[src/rtl/mem_arbiter_pkg.sv]
`default_nettype none
// ============================================================================
//  Module      : mem_arbiter_pkg
//  Description : Shared types and defaults for the data-memory arbiter:
//                FSM state encoding, transaction owner encoding and the
//                default address/data widths.
//  Revision    : 1.0 - initial release
// ============================================================================
package mem_arbiter_pkg;

    localparam int AW_DEFAULT = 64;
    localparam int DW_DEFAULT = 64;

    typedef enum logic [1:0] {
        IDLE   = 2'd0,
        WAIT   = 2'd1,
        ACCESS = 2'd2,
        RESP   = 2'd3
    } state_t;

    typedef enum logic {
        OWN_IFU = 1'b0,
        OWN_LSU = 1'b1
    } owner_t;

endpackage
`default_nettype wire

[src/rtl/mem_arbiter_rr.sv]
`default_nettype none
// ============================================================================
//  Module      : rr_arbiter2
//  Description : Two-way round-robin grant between the fetch unit and the
//                load-store unit. Grants are combinational from the request
//                valids and the last granted owner; last_grant is updated on
//                an accepted request.
//  Ports       : clk, rst_n      - clock, synchronous active-low reset
//                en              - arbitration window (FSM idle)
//                req_ifu/req_lsu - request valids
//                update          - a grant was accepted this cycle
//                grant_ifu/lsu   - one-hot grant (0 when en is low)
//                winner          - owner that would win this cycle
//  Revision    : 1.0 - initial release
// ============================================================================
module rr_arbiter2
    import mem_arbiter_pkg::*;
(
    input  logic   clk,
    input  logic   rst_n,
    input  logic   en,
    input  logic   req_ifu,
    input  logic   req_lsu,
    input  logic   update,
    output logic   grant_ifu,
    output logic   grant_lsu,
    output owner_t winner
);

    owner_t r_last_grant;
    logic   w_pick_lsu;

    // LSU wins when it is the only requester, or when both request and the
    // IFU had the previous grant.
    assign w_pick_lsu = req_lsu & (~req_ifu | (r_last_grant == OWN_IFU));

    assign winner    = w_pick_lsu ? OWN_LSU : OWN_IFU;
    assign grant_lsu = en & w_pick_lsu;
    assign grant_ifu = en & req_ifu & ~w_pick_lsu;

    always_ff @(posedge clk) begin
        if (!rst_n) begin
            r_last_grant <= OWN_IFU;
        end else if (update) begin
            r_last_grant <= winner;
        end
    end

endmodule
`default_nettype wire

[src/rtl/mem_arbiter.sv]
`default_nettype none
// ============================================================================
//  Module      : mem_arbiter
//  Description : Shares one data-memory port between the instruction-fetch
//                unit (read-only) and the load-store unit (read/write).
//                Round-robin arbitration, one transaction in flight, with a
//                programmable number of wait cycles before the access.
//  Ports       : clk, rst_n          - clock, synchronous active-low reset
//                ifu_req_*/ifu_addr  - fetch request channel
//                ifu_resp_*/ifu_rdata- fetch response channel
//                lsu_req_*/lsu_*     - load/store request channel
//                lsu_resp_*/lsu_rdata- load data / store ack channel
//                mem_*               - memory port (rdata same cycle as ce)
//  Revision    : 1.0 - initial release
// ============================================================================
module mem_arbiter
    import mem_arbiter_pkg::*;
#(
    parameter int LATENCY = 1,
    parameter int AW      = AW_DEFAULT,
    parameter int DW      = DW_DEFAULT
) (
    input  logic          clk,
    input  logic          rst_n,
    input  logic          ifu_req_valid,
    output logic          ifu_req_ready,
    input  logic [AW-1:0] ifu_addr,
    output logic          ifu_resp_valid,
    input  logic          ifu_resp_ready,
    output logic [DW-1:0] ifu_rdata,
    input  logic          lsu_req_valid,
    output logic          lsu_req_ready,
    input  logic [AW-1:0] lsu_addr,
    input  logic          lsu_we,
    input  logic [DW-1:0] lsu_wdata,
    input  logic [7:0]    lsu_wmask,
    output logic          lsu_resp_valid,
    input  logic          lsu_resp_ready,
    output logic [DW-1:0] lsu_rdata,
    output logic [AW-1:0] mem_addr,
    output logic          mem_ce,
    output logic          mem_we,
    output logic [DW-1:0] mem_wdata,
    output logic [7:0]    mem_wmask,
    input  logic [DW-1:0] mem_rdata
);

    // Wait-counter load value; unused when LATENCY is 0 (WAIT is skipped).
    localparam logic [3:0] c_wait_init = (LATENCY > 0) ? 4'(LATENCY - 1) : 4'd0;

    state_t        r_state;
    state_t        w_state_nxt;
    owner_t        r_owner;
    owner_t        w_win;
    logic [3:0]    r_cnt;
    logic [AW-1:0] r_addr;
    logic          r_we;
    logic [DW-1:0] r_wdata;
    logic [7:0]    r_wmask;
    logic [DW-1:0] r_rdata;
    logic          w_grant_en;
    logic          w_grant_ifu;
    logic          w_grant_lsu;
    logic          w_hs;
    logic          w_resp_done;

    // Ready is suppressed while rst_n is low: a handshake in that cycle
    // would be discarded by the reset.
    assign w_grant_en = rst_n & (r_state == IDLE);

    rr_arbiter2 u_rr (
        .clk       (clk),
        .rst_n     (rst_n),
        .en        (w_grant_en),
        .req_ifu   (ifu_req_valid),
        .req_lsu   (lsu_req_valid),
        .update    (w_hs),
        .grant_ifu (w_grant_ifu),
        .grant_lsu (w_grant_lsu),
        .winner    (w_win)
    );

    assign ifu_req_ready = w_grant_ifu;
    assign lsu_req_ready = w_grant_lsu;
    // A grant is only raised for a valid requester, so any grant is a handshake.
    assign w_hs          = w_grant_ifu | w_grant_lsu;

    assign ifu_resp_valid = (r_state == RESP) & (r_owner == OWN_IFU);
    assign lsu_resp_valid = (r_state == RESP) & (r_owner == OWN_LSU);
    assign w_resp_done    = (ifu_resp_valid & ifu_resp_ready) |
                            (lsu_resp_valid & lsu_resp_ready);

    assign ifu_rdata = ifu_resp_valid ? r_rdata : '0;
    assign lsu_rdata = lsu_resp_valid ? r_rdata : '0;

    // Memory port is quiet outside the single ACCESS cycle.
    assign mem_ce    = (r_state == ACCESS);
    assign mem_we    = mem_ce & r_we;
    assign mem_addr  = mem_ce ? r_addr  : '0;
    assign mem_wdata = mem_ce ? r_wdata : '0;
    assign mem_wmask = mem_ce ? r_wmask : '0;

    always_comb begin
        w_state_nxt = r_state;
        case (r_state)
            IDLE:    if (w_hs) w_state_nxt = (LATENCY > 0) ? WAIT : ACCESS;
            WAIT:    if (r_cnt == 4'd0) w_state_nxt = ACCESS;
            ACCESS:  w_state_nxt = RESP;
            RESP:    if (w_resp_done) w_state_nxt = IDLE;
            default: w_state_nxt = IDLE;
        endcase
    end

    always_ff @(posedge clk) begin
        if (!rst_n) begin
            r_state <= IDLE;
            r_owner <= OWN_IFU;
            r_cnt   <= 4'd0;
            r_addr  <= '0;
            r_we    <= 1'b0;
            r_wdata <= '0;
            r_wmask <= 8'd0;
            r_rdata <= '0;
        end else begin
            r_state <= w_state_nxt;
            if (w_hs) begin
                r_owner <= w_win;
                r_cnt   <= c_wait_init;
                if (w_win == OWN_LSU) begin
                    r_addr  <= lsu_addr;
                    r_we    <= lsu_we;
                    r_wdata <= lsu_wdata;
                    r_wmask <= lsu_wmask;
                end else begin
                    // Fetches are always plain reads.
                    r_addr  <= ifu_addr;
                    r_we    <= 1'b0;
                    r_wdata <= '0;
                    r_wmask <= 8'd0;
                end
            end else if ((r_state == WAIT) && (r_cnt != 4'd0)) begin
                r_cnt <= r_cnt - 4'd1;
            end
            if (r_state == ACCESS) begin
                r_rdata <= r_we ? '0 : mem_rdata;
            end
        end
    end

endmodule
`default_nettype wire

[config.mk]
export PLATFORM = sky130hd
export DESIGN_NAME = mem_arbiter
export DESIGN_NICKNAME = d
export VERILOG_FILES = /design/src/rtl/mem_arbiter_pkg.sv /design/src/rtl/mem_arbiter_rr.sv /design/src/rtl/mem_arbiter.sv
export SDC_FILE = /design/constraint.sdc
export NUM_CORES = 1
export LEC_CHECK = 0
export CAP_MARGIN = 30
export CORE_AREA = 2 2 209 211
export CTS_CLUSTER_DIAMETER = 120
export DETAILED_ROUTE_END_ITERATION = 16
export DIE_AREA = 0 0 211 213
export PLACE_DENSITY = 0.62
export SYNTH_ARGS = -nofsm -noshare
export SYNTH_HDL_FRONTEND = slang
export SYNTH_HIERARCHICAL = 1
export SYNTH_SLANG_ARGS = --single-unit
[constraint.sdc]
create_clock -name clk -period 2.9 [get_ports clk]
set_input_delay 0.435 -clock clk [delete_from_list [all_inputs] [get_ports clk]]
set_output_delay 0.435 -clock clk [all_outputs]
set_load 0.01 [all_outputs]
==> flow_summary.json <==
{
  "grt_setup_unrepaired": "no",
  "place.port_buffers": 540,
  "timing_worst_setup_path_type": "reg -> out",
  "hp-start": "r_wmask[4]",
  "clk_pin_slew_ns": 0.06,
  "finalHoldViolations": 0,
  "setup_violation_total_in_the_final_timing_report": 0,
  "chipHeight_um": 213,
  "placementRows": 76,
  "grt_antenna_before_repair": 7,
  "floorplan.initialDensity_pct": 23.2,
  "cts.sink_count": 209,
  "clock_tree_from_tritoncts": "yes",
  "ioPinCount": 541,
  "min_delay_path_depth": 1,
  "route.vias.total": 9613,
  "grt_max_degree": 138,
  "detailedRoute.firstPassIterationCount": 4,
  "die_w_um": 211,
  "worst_skew_pair.late_latency_ns": 0.55,
  "postSynthNetCount": 1360,
  "netlist_area_sq_mm": 0.00992,
  "global_route.overflow_total": 0,
  "gp_congestion": 0.839,
  "wl_met3_um": 3250,
  "wl_um": 38500,
  "drtIter0Drc": 426,
  "die_area_sq_mm": 0.0449,
  "area_growth_pct": 71.0,
  "power_density_mw_per_mm2": 580,
  "timing_worst_slew_pin_value_ns": 0.654,
  "timing.max_slew.rel_slack_pct": 56.4,
  "drive_above_1_share_pct": 5.27,
  "hold_class": "reg -> reg",
  "synth_seq_area_share_pct": 42.2,
  "synth_cells": 1083,
  "status": "complete, no violations",
  "drv_cap": 0,
  "final_period_minus_worst_setup_slack_ns": 2.81,
  "timing.final.max_slew_violations": 0,
  "met2WireLength_um": 19100,
  "post-place-cells": 2087,
  "worstPathRequired_ns": 2.47,
  "core_box_area_sq_mm": 0.0427,
  "finalNetCount": 1855,
  "fin_setup_tns_ns": 0,
  "crit_arrival_ns": 2.38,
  "layout_common_cells": "538 x clkdlybuf4s50_1, 206 x dfxtp_1, 204 x and2_1, 128 x nor2b_1, 73 x a22o_1",
  "fin_worst_skew_ns": 0.0309,
  "fmax_mhz": 355,
  "cts-buffers-inserted": 25,
  "grt.total_usage_pct": 16.0,
  "postSynthRegisterBits": 209,
  "distinct_cell_type_count_after_synthesis": 33,
  "timing.final.crit_share_pct": 97.0,
  "crit_path_max_fanout": 16,
  "worstReg2RegStart": "r_state[0]",
  "ys.warnings.count": 6,
  "post_layout_nonfiller_instances": 2145,
  "global_route_wire_length_before_repair_um": 55900,
  "detail-route-antenna-nets": 0,
  "cp-startpoint": "r_state[1]",
  "cts-root-buf": "clkbuf_16",
  "detail_route.vias_per_cell": 4.48,
  "topRoutingLayerUsed": "met5",
  "met1_length_um": 15000,
  "critical_path.startpoint_type": "flop",
  "cts_max_path_buffers": 3,
  "drc_markers": 0,
  "p_leak_nw": 7.32,
  "rr_worst_depth": 9,
  "dp_hpwl_um": 28000,
  "vias_in_the_first_global_route": 9610,
  "htree_levels": 1,
  "worst_ir_drop_vdd_v": 0.000366,
  "mostFrequentLayoutCell": "clkdlybuf4s50_1",
  "end_kind": "output port",
  "wl_per_cell_um": 18.0,
  "synthesis.area_per_instance_sq_um": 9.16
}
==> cells in the mapped netlist <==
library cell / number / share of area (%)
or4_1: 1 / 0.076
o21ai_0: 3 / 0.15
and3b_1: 1 / 0.088
xor2_1: 1 / 0.088
and2_1: 205 / 13
ha_1: 6 / 0.76
nand2_1: 69 / 2.6
nand3_1: 1 / 0.050
a21oi_1: 68 / 3.4
inv_2: 1 / 0.038
nor2b_1: 130 / 8.2
o211a_1: 64 / 6.5
or3b_4: 1 / 0.11
a21o_1: 1 / 0.076
and3_1: 65 / 4.1
nor2_1: 2 / 0.076
or3_1: 1 / 0.063
dfxtp_1: 209 / 42
a311oi_1: 1 / 0.088
dlymetal6s4s_1: 1 / 0.13
a21boi_2: 1 / 0.11
nor3b_1: 1 / 0.076
clkbuf_8: 1 / 0.14
a222oi_1: 1 / 0.10
clkbuf_1: 67 / 2.5
buf_6: 1 / 0.11
a22o_1: 73 / 6.4
mux2i_1: 67 / 6.8
inv_1: 6 / 0.23
buf_1: 1 / 0.038
buf_2: 31 / 1.6
a31o_1: 1 / 0.088
o211ai_1: 1 / 0.076
==> per-layer routing <==
metal	global-route usage, %	vias up
met5	0	-
met4	6.31	4
met3	4.97	61
met2	28.1	405
met1	18.0	4462
li1	-	4681
==> layout make-up <==
type	count	area [sq um]
clock inverters	14	221
repair buffers	570	5870
multi-input cells	765	5300
flip-flops and latches	209	4190
inverters	7	27.5
diodes	4	10.0
clock buffers	30	654
well taps	546	683
fillers	4262	25700
==> logic make-up (layout without fill, tap and decap cells) <==
family / Yosys count / in the layout / synth area share [%]
AND/OR/NAND/NOR: 477 / 477 / 28.4
AO/OA/AOI/OAI: 214 / 214 / 17.0
flip-flops: 209 / 209 / 42.2
buffers and inverters: 109 / 621 / 4.78
multiplexers: 67 / 67 / 6.76
adder cells (fa/ha/maj): 6 / 6 / 0.757
XOR/XNOR: 1 / 1 / 0.0883
other: 0 / 4 / 0
==> report_power, final <==
group	switching, mW	internal (mW)
clock	1.30	2.06
combinational	1.39	1.40
sequential	0.325	3.36
total	3.01	6.83
==> worst max-delay path, stage by stage, from the launching register on <==
cell and delay [ns]:
dfxtp_2 0.38, ha_2 0.23, nor2b_4 0.22, buf_12 0.15
buf_6 0.19, and2_1 0.15, clkdlybuf4s50_1 0.53
==> metrics by stage <==
stage / setup slack [ns] / hold slack [ns] / util (%) / power [mW] / cell area (sq um)
5_1_grt: 0.0144 / 0.447 / 39.7 / 10.4 / 17000
4_1_cts: 0.0291 / 0.439 / 39.4 / 9.97 / 16800
2_1_floorplan: 0.389 / 0.435 / - / 5.16 / 9920
6_report: 0.0870 / 0.465 / 39.7 / 9.84 / 17000
3_5_place_dp: 0.0921 / 0.448 / 37.2 / 6.44 / 15900
3_3_place_gp: 0.120 / 0.448 / 37.2 / 6.37 / 15900
==> registers in the layout (all words and copies together) (netlist names) <==
register,cells
r_addr,64
r_rdata,64
r_wdata,64
r_wmask,8
r_cnt,4
r_state,2
r_owner,1
r_we,1
u_rr/r_last_grant,1
==> final timing paths <==
check	to	slack, ns
max reg2reg	r_wdata[18]	0.43
min reg2reg	r_wmask[4]	0.47
min	r_wmask[4]	0.47
max	ifu_rdata[41]	0.09
==> repair_timing <==
item | 4_1_cts | 5_1_grt
setup endpoints to repair | 76 | 34
cloned | 0 | 4
setup buffers | 5 | 1
hold endpoints to repair | 0 | 0
hold buffers | 0 | 0
gates resized for setup | 0 | 3
No activity file was read; power rests on OpenSTA's default activity.
